$ cat src/rtl/apb4_multi_master.sv
// Generic single-clock FIFO used for request buffering.
// Latency: a pushed entry is visible at rd_dat one cycle after the push edge.
// Backpressure: wr_rdy drops when full; rd_vld drops when empty; no fall-through.
module apb4_mm_fifo #(
    parameter int WIDTH = 8,
    parameter int DEPTH = 4
) (
    input  logic             pclk,
    input  logic             preset_n,
    input  logic             wr_vld,
    output logic             wr_rdy,
    input  logic [WIDTH-1:0] wr_dat,
    output logic             rd_vld,
    input  logic             rd_rdy,
    output logic [WIDTH-1:0] rd_dat
);
    localparam int PTR_W = (DEPTH > 1) ? $clog2(DEPTH) : 1;

    logic [WIDTH-1:0] mem [DEPTH];
    logic [PTR_W-1:0] wr_ptr;
    logic [PTR_W-1:0] rd_ptr;
    logic [PTR_W:0]   count;
    logic             push;
    logic             pop;

    assign wr_rdy = (count != (PTR_W+1)'(DEPTH));
    assign rd_vld = (count != '0);
    assign push   = wr_vld & wr_rdy;
    assign pop    = rd_vld & rd_rdy;
    assign rd_dat = mem[rd_ptr];

    always_ff @(posedge pclk) begin
        if (push) begin
            mem[wr_ptr] <= wr_dat;
        end
    end

    // DEPTH is a power of two, so the pointers wrap naturally.
    always_ff @(posedge pclk or negedge preset_n) begin
        if (!preset_n) begin
            wr_ptr <= '0;
            rd_ptr <= '0;
            count  <= '0;
        end else begin
            if (push) wr_ptr <= wr_ptr + 1'b1;
            if (pop)  rd_ptr <= rd_ptr + 1'b1;
            count <= count + (PTR_W+1)'(push) - (PTR_W+1)'(pop);
        end
    end
endmodule

// Buffered APB4 master: decodes the address to one of NUM_SLAVES and runs one transfer at a time.
// Latency: zero-wait transfer gives done_o 3 cycles after accept; decode error gives it after 2.
// Backpressure: trans_rdy_o drops when the request FIFO is full; hung slaves are aborted by timeout.
module apb4_multi_master #(
    parameter int ADDR_WIDTH     = 32,
    parameter int DATA_WIDTH     = 32,
    parameter int NUM_SLAVES     = 4,
    parameter int FIFO_DEPTH     = 4,
    parameter int TIMEOUT_CYCLES = 16
) (
    input  logic                             pclk,
    input  logic                             preset_n,
    input  logic                             trans_i,
    output logic                             trans_rdy_o,
    input  logic [ADDR_WIDTH-1:0]            addr_i,
    input  logic [DATA_WIDTH-1:0]            wdata_i,
    input  logic [DATA_WIDTH/8-1:0]          strb_i,
    input  logic                             wr_rd_i,
    output logic [NUM_SLAVES-1:0]            pselx,
    output logic                             penable,
    output logic                             pwrite,
    output logic [ADDR_WIDTH-1:0]            paddr,
    output logic [DATA_WIDTH-1:0]            pwdata,
    output logic [DATA_WIDTH/8-1:0]          pstrb,
    input  logic [NUM_SLAVES-1:0]            pready,
    input  logic [NUM_SLAVES-1:0]            pslverr,
    input  logic [NUM_SLAVES*DATA_WIDTH-1:0] prdata,
    output logic                             done_o,
    output logic [DATA_WIDTH-1:0]            rdata_o,
    output logic                             trans_err_o,
    output logic [1:0]                       err_code_o
);
    localparam int STRB_W   = DATA_WIDTH / 8;
    localparam int SEL_BITS = (NUM_SLAVES > 1) ? $clog2(NUM_SLAVES) : 1;
    localparam int CNT_W    = (TIMEOUT_CYCLES > 0) ? $clog2(TIMEOUT_CYCLES + 1) : 1;
    localparam logic [SEL_BITS:0] SEL_LIM  = (SEL_BITS+1)'(NUM_SLAVES);
    localparam logic [CNT_W-1:0]  TMO_LAST = CNT_W'((TIMEOUT_CYCLES > 0) ? TIMEOUT_CYCLES - 1 : 0);

    typedef struct packed {
        logic                  wr;
        logic [STRB_W-1:0]     strb;
        logic [DATA_WIDTH-1:0] wdata;
        logic [ADDR_WIDTH-1:0] addr;
    } req_t;

    typedef enum logic [1:0] {IDLE, SETUP, ACCESS} state_t;

    state_t                state_q, state_d;
    req_t                  req_dat, head;
    logic                  head_vld, pop;
    logic [SEL_BITS-1:0]   head_idx, idx_q;
    logic                  head_dec_err, dec_pend_q;
    logic [CNT_W-1:0]      tmo_q;
    logic                  sel_rdy, sel_err, timeout_hit;
    logic [DATA_WIDTH-1:0] sel_rdata;

    assign req_dat = '{wr: wr_rd_i, strb: strb_i, wdata: wdata_i, addr: addr_i};

    apb4_mm_fifo #(.WIDTH($bits(req_t)), .DEPTH(FIFO_DEPTH)) u_req_fifo (
        .pclk     (pclk),
        .preset_n (preset_n),
        .wr_vld   (trans_i),
        .wr_rdy   (trans_rdy_o),
        .wr_dat   (req_dat),
        .rd_vld   (head_vld),
        .rd_rdy   (pop),
        .rd_dat   (head)
    );

    assign head_idx     = head.addr[ADDR_WIDTH-1 -: SEL_BITS];
    assign head_dec_err = ({1'b0, head_idx} >= SEL_LIM);
    assign penable      = (state_q == ACCESS);
    assign timeout_hit  = (TIMEOUT_CYCLES != 0) && !sel_rdy && (tmo_q == TMO_LAST);

    // Only the addressed slave's response lines are looked at.
    always_comb begin
        pselx     = '0;
        sel_rdy   = 1'b0;
        sel_err   = 1'b0;
        sel_rdata = '0;
        for (int k = 0; k < NUM_SLAVES; k++) begin
            if (idx_q == SEL_BITS'(k)) begin
                pselx[k]  = (state_q != IDLE);
                sel_rdy   = pready[k];
                sel_err   = pslverr[k];
                sel_rdata = prdata[k*DATA_WIDTH +: DATA_WIDTH];
            end
        end
    end

    // A pending decode error holds off the next pop so its done_o cannot collide with another.
    always_comb begin
        state_d = state_q;
        pop     = 1'b0;
        case (state_q)
            IDLE: begin
                if (head_vld && !dec_pend_q) begin
                    pop = 1'b1;
                    if (!head_dec_err) state_d = SETUP;
                end
            end
            SETUP:   state_d = ACCESS;
            ACCESS:  if (sel_rdy || timeout_hit) state_d = IDLE;
            default: state_d = IDLE;
        endcase
    end

    always_ff @(posedge pclk or negedge preset_n) begin
        if (!preset_n) begin
            state_q     <= IDLE;
            idx_q       <= '0;
            dec_pend_q  <= 1'b0;
            tmo_q       <= '0;
            paddr       <= '0;
            pwrite      <= 1'b0;
            pwdata      <= '0;
            pstrb       <= '0;
            done_o      <= 1'b0;
            rdata_o     <= '0;
            trans_err_o <= 1'b0;
            err_code_o  <= 2'b00;
        end else begin
            state_q     <= state_d;
            done_o      <= 1'b0;
            trans_err_o <= 1'b0;
            err_code_o  <= 2'b00;
            dec_pend_q  <= pop && head_dec_err;
            if (pop) begin
                paddr  <= head.addr;
                pwrite <= head.wr;
                pwdata <= head.wdata;
                pstrb  <= head.wr ? head.strb : '0;
                idx_q  <= head_idx;
            end
            if (dec_pend_q) begin
                done_o      <= 1'b1;
                trans_err_o <= 1'b1;
                err_code_o  <= 2'b10;
            end
            if (state_q == ACCESS) begin
                if (sel_rdy) begin
                    done_o      <= 1'b1;
                    trans_err_o <= sel_err;
                    err_code_o  <= sel_err ? 2'b01 : 2'b00;
                    if (!pwrite) rdata_o <= sel_rdata;
                    tmo_q       <= '0;
                end else if (timeout_hit) begin
                    done_o      <= 1'b1;
                    trans_err_o <= 1'b1;
                    err_code_o  <= 2'b11;
                    tmo_q       <= '0;
                end else begin
                    tmo_q <= tmo_q + 1'b1;
                end
            end
        end
    end
endmodule

$ cat config.mk
export PLATFORM = sky130hd
export DESIGN_NAME = apb4_multi_master
export DESIGN_NICKNAME = d
export VERILOG_FILES = /design/src/rtl/apb4_multi_master.sv
export SDC_FILE = /design/constraint.sdc
export NUM_CORES = 1
export LEC_CHECK = 0
export CORE_UTILIZATION = 36
export DETAILED_ROUTE_END_ITERATION = 7
export DONT_BUFFER_PORTS = 1
export GPL_TIMING_DRIVEN = 0
export PLACE_DENSITY = 0.59
export SLEW_MARGIN = 20
export SYNTH_ARGS = -nofsm -noshare
export SYNTH_HDL_FRONTEND = slang
export SYNTH_HIERARCHICAL = 1
export SYNTH_SLANG_ARGS = --single-unit
$ cat constraint.sdc
create_clock -name pclk -period 5.8 [get_ports pclk]
set_input_delay 1.16 -clock pclk [delete_from_list [all_inputs] [get_ports pclk]]
set_output_delay 1.16 -clock pclk [all_outputs]
set_load 0.05 [all_outputs]
==> results <==
- The run finished with clean final reports.
- Buffers inserted to repair hold after CTS numbered 0.
- The worst register-to-register path has a setup slack of 2.15 ns.
- After detailed routing, the average wire length per cell comes to 26.4 µm.
- The via total after detailed routing is 7022.
- The H-tree depth is 2.
- The worst-case vdd ir drop is 0.310 mV.
- The achievable frequency is 236 MHz.
- The non-filler instance count after layout is 1385.
- The count of nets left with antenna violations after detail routing is 0.
- The tool flagged a number of max-cap violations equal to 0.
- The number of nets produced by synthesis is 929.
- The clock share of power is 24.0%.
- Counting I/O delays and the setup requirement, the final critical path takes 4.24 ns.
- Clock-pin slew was measured on the worst setup and hold paths at 0.06 ns.
- The half-perimeter wire length of the detailed placement result is 24400 µm.
- Per report_power, the combinational group accounts for 25.9% of the total.
- The netlist area before placement is 15600 µm².
- The length of the first detailed-routing pass in iterations is 4.
- The via count of the first global-routing pass was 7646.
- The synthesized instance count is 713.
- The layout overhead on the synthesized area is 15.1%.
- STA puts the critical path data required time at 4.64 ns.
- The capture point of the worst path is pselx[2].
- The leakage power is 6.23 nW.
- The hold violation total from the final report is 0.
- The placeable core region is 42300 µm².
- For the worst setup path, the data arrival time is 3.08 ns.
- Of the total power, registers draw 50.0%.
- The via density per instance is 5.07.
- The largest total area in the synthesized netlist belongs to edfxtp_1.
- STA classifies the critical path startpoint as a register.
- The highest fanout seen on the critical path is 10.
- Dividing total power by cell area gives a power density of 628 nW/µm².
- The weighted congestion reported at the end of routability-driven placement is 0.744.
- The number of synthesized register bits is 394.
- In this run switching power makes up 38.6% of total power.
- The number of clock buffers added by TritonCTS is 43.
- TritonCTS built the clock tree.
- The leading cell type in the layout, fill and taps excluded is edfxtp_1.
- In this run the tightest slew margin relative to its limit is 44.5%.
- The worst clock skew on the final layout is 0.0118 ns.
- The global-route wire length before repair is 51800 µm.
- The class of the tightest hold or removal check is input pin to asynchronous set/reset pin.
- The placement row count is 75.
- The element type at the critical path end is a primary output.
- The effective utilization at floorplan is 36.8%.
- Port buffering added 0 buffers.
- The CTS sink count is 394.
- The number of ports placed on the die boundary is 319.
- Sorting the synthesized cells by area gives the leading types as edfxtp_1, dfrtp_1, mux4_2.
- The routed wire length is 36500 µm.
- In the layout the commonest cells are edfxtp_1, dfrtp_1, mux4_2.
- After routing, the total negative slack on setup checks comes to 0 ns.
- The worst register-to-register path ends at u_req_fifo/count[2]$_DFF_PN0_.
- The number of gates resized after CTS was 0.
- Counting flops with an async set or reset pin after synthesis yields a share of 29.9%.
- The number of cell instances on the worst register-to-register path is 12.
- For this run, the post-layout net count is 982.
- The ratio of cells with drive above 1 in the final layout is 26.8%.
- Setup repair after global routing left no endpoint under its margin.
- The worst setup path is of the register to primary output kind.
- The die is 210 µm wide.
- In the global route stage, overall resource usage came out at 16.6%.
- The flip-flop cell with the highest count after synthesis is edfxtp_1.
- The most critical setup path has its startpoint at paddr[31]$_DFFE_PN0P_.
- The max-slew violation count came to 0.
- The final global-route overflow total is 0.
- During synthesis, Yosys emitted a total of 6 warnings.
- The final setup violation count is 0.
- The internal portion of the total power is 6.90 mW.
- The count of placed standard cells including taps is 1298.
- The startpoint of the worst register-to-register path is u_req_fifo/count[1]$_DFF_PN0_.
- The later pin in the worst-skew pair is clocked with a latency of 0.56 ns.
- The number of buffers added for setup after CTS is 0.
- Counting flops with a built-in enable in the synthesized netlist gives 276.
- The number of antenna violations at the first check in global routing was 7.
- The mean post-synth cell area is 21.8 µm².
- In the finished design, the share of the clock period the worst path needs comes to 73.0%.
- The slew at the pin closest to its max-slew limit is 0.830 ns.
- The floorplan step defined a die boundary enclosing 44100 µm².
- The deepest clock path buffer count is 3.
- After synthesis, flip-flops and latches occupy 72.2% of the total area.
- Measured along the y axis, the die boundary spans 210 µm.
- The initial DRC count is 334.
- Yosys mapped the design onto 44 distinct sky130hd cell types.
- The share of the synthesized area in the top cell type is 53.2%.
- The analysis attributes to net switching a power of 4.35 mW.
- The number of remaining DRC errors is 0.
- The pin count of the biggest net entering global routing is 119.
- The root cell of the clock tree is clkbuf_16.
-- through the flow --
| stage | hold slack, ns | setup slack, ns | total power, mW | instance area [µm²] | util, % |
|---|---|---|---|---|---|
| after global placement | 0.466 | 0.833 | 8.64 | 16300 | 38.5 |
| final | 0.294 | 1.56 | 11.2 | 17900 | 42.3 |
| after floorplan | 0.451 | 2.19 | 7.70 | 15600 | - |
| after detailed placement | 0.487 | 1.95 | 8.72 | 16500 | 39.0 |
| after global routing | 0.250 | 1.44 | 11.8 | 17900 | 42.3 |
| after CTS | 0.254 | 1.48 | 11.5 | 17900 | 42.3 |
-- layout make-up --
cell class                      instances  area, µm²
Sequential cell                       394      11200
Clock inverter                         17        176
Tap cell                              577        722
Fill cell                            3653      24400
Clock buffer                           63       1220
Buffer                                 38        328
Inverter                               11       41.3
Antenna cell                            7       17.5
Timing Repair Buffer                    8        175
Multi-Input combinational cell        270       3990
-- worst max-delay path, stage by stage, from the launching register on --
cell and delay, ns:
dfrtp_1 0.75, buf_2 0.41, clkbuf_1 0.56, nor3b_2 0.80
-- registers in the layout (all words and copies together), names as in the netlist --
name / flops
done_o: 1
err_code_o: 2
paddr: 32
pstrb: 4
pwdata: 32
pwrite: 1
rdata_o: 32
state_q: 2
tmo_q: 5
u_req_fifo/count: 3
u_req_fifo/mem: 276
u_req_fifo/rd_ptr: 2
u_req_fifo/wr_ptr: 2
-- power by group through the flow --
stage	registers, mW	logic, mW	clock network (mW)
floorplan	5.47	2.23	0
global placement	5.76	2.88	0
detailed placement	5.71	3.00	0
CTS	5.65	3.02	2.78
global route	5.71	3.17	2.89
finish	5.63	2.92	2.70
-- kinds of logic (layout without fill, tap and decap cells) --
| family | Yosys count | after routing | synth area share [%] |
|---|---|---|---|
| AOI/OAI and AO/OA | 16 | 16 | 0.699 |
| xor gates and xnor gates | 4 | 4 | 0.225 |
| adders and majority gates | 8 | 8 | 0.691 |
| buffers and inverters | 49 | 137 | 2.37 |
| DFF | 394 | 394 | 72.2 |
| muxes | 201 | 201 | 22.0 |
| other | 0 | 7 | 0 |
| and+or+nand+nor | 41 | 41 | 1.83 |
-- worst min path at each step --
stage	end	slack, ns	startpoint
after floorplan	tmo_q[4]$_DFFE_PN0P_	0.45	tmo_q[4]$_DFFE_PN0P_
after global placement	tmo_q[4]$_DFFE_PN0P_	0.47	tmo_q[4]$_DFFE_PN0P_
after detailed placement	tmo_q[4]$_DFFE_PN0P_	0.49	tmo_q[4]$_DFFE_PN0P_
after CTS	paddr[25]$_DFFE_PN0P_	0.25	preset_n
after global routing	paddr[25]$_DFFE_PN0P_	0.25	preset_n
final	paddr[25]$_DFFE_PN0P_	0.29	preset_n
-- Yosys cell counts, drive strengths merged, types with 2 or more instances --
master and instances:
nor2 3, mux4 103, nor3b 5, ha 7, clkbuf 5, a21o 2
dfrtp 118, mux2 97, buf 33, nand4bb 2, and3b 5, xnor2 3
inv 11, o21ai 7, edfxtp 276, nand2 6, nand2b 6, o211ai 3
nand3 5
-- layer usage --
| layer | global-route usage, % | wire, µm | vias up |
|---|---|---|---|
| met1 | 17.3 | 13100 | 3609 |
| li1 | - | - | 3026 |
| met2 | 28.5 | 18300 | 297 |
| met5 | 0 | 0 | - |
| met4 | 10.0 | 2020 | 0 |
| met3 | 6.03 | 3140 | 90 |
Power figures use the tool's default switching activity.
==> RTL change (same flow settings) <==
Change the parameter `ADDR_WIDTH` from 32 to 64.
--- a/src/rtl/apb4_multi_master.sv
+++ b/src/rtl/apb4_multi_master.sv
@@ -54,5 +54,5 @@
 // Backpressure: trans_rdy_o drops when the request FIFO is full; hung slaves are aborted by timeout.
 module apb4_multi_master #(
-    parameter int ADDR_WIDTH     = 32,
+    parameter int ADDR_WIDTH     = 64,
     parameter int DATA_WIDTH     = 32,
     parameter int NUM_SLAVES     = 4,
Interface: changed (resized addr_i and paddr); port bits go from 319 to 383. The function was not compared with the original's and may differ.
==> RTL change against the unedited design <==
  * Cell area grew 38%
  * Area after synthesis grew 37%
  * Routed wire length grew 36%
  * Fmax grew 2.6%
  * Worst setup slack gained 0.11 ns
  * Critical path depth is the same
  * Sequential cell count grew 160
  * Global-route usage shrank 0.18 points
  * Total power grew 39%
==> RTL change: results (changes against the unedited design) <==
clock latency on the worst-skew pair - 0.63 ns (was 0.56 ns)
Max IR drop VDD - 0.000416 V (was 0.000310 V)
relative slew slack - 0.403 (was 0.445)
worst slack at placement - 1.93 ns (was 1.95 ns)
nets - 1267 (was 982)
Pleak - 8.47 nW (was 6.23 nW)
critical path launch point - paddr[63] (was paddr[31])
CP arrival - 2.97 ns (was 3.08 ns)
final worst hold slack - 0.246 ns (was 0.294 ns)
post-synthesis compound-gate area fraction - 0.00487 (was 0.00699)
status - completed (unchanged)
routed length on met3 - 5160 um (was 3140 um)
post-synthesis mux area share - 0.211 (was 0.220)
1st-iter DRT viols - 416 (was 334)
Synth top cells by count - edfxtp_1, dfrtp_1, mux4_2 (unchanged)
WL met2 - 25100 um (was 18300 um)
XOR/XNOR share of the synthesized area - 0.00164 (was 0.00225)
final worst slack - 1.67 ns (was 1.56 ns)
largest net degree at the start of global routing - 151 (was 119)
Total Wirelength - 49500 um (was 36500 um)
total track usage - 0.164 (was 0.166)
GR Layer Usage met3 - 0.0660 (was 0.0603)
Synth area leaders - edfxtp_1, dfrtp_1, mux4_2 (unchanged)
M1 wire length - 17100 um (was 13100 um)
GPL Wtd Cong - 0.708 (was 0.744)
reg2reg setup slack - 2.02 ns (was 2.15 ns)
RTL change: cell types whose count changed in the layout (fill, tap and decap cells not counted), sizes merged, moves of 15 or more:
cell,before,now
edfxtp,276,404
dfrtp,118,150
mux2,97,129
mux4,103,135
clkbuf,68,88
buf,41,56
RTL change: report_power, final:
group	internal [mW]	switching, mW	leakage (nW)
logic	2.05	1.90	1.98
registers	5.40	2.36	5.49
clock network	2.37	1.53	1.00
total	9.82	5.79	8.47
RTL change: layout make-up:
type,count,area [um^2],area share
inverter,11,41.3,0.00168
clock inverter,26,413,0.0168
tap,765,957,0.0388
sequential,554,15900,0.645
antenna,9,22.5,0.000914
timing repair buffer,12,240,0.00975
buffer,48,379,0.0154
clock buffer,84,1640,0.0665
multi-input combinational,334,5070,0.206
RTL change: through the flow:
step / util / total power, mW
after global routing: 0.424 / 16.3
final: 0.424 / 15.6
after global placement: 0.383 / 11.9
after detailed placement: 0.388 / 12.0
after floorplan: - / 10.6
after CTS: 0.424 / 15.9
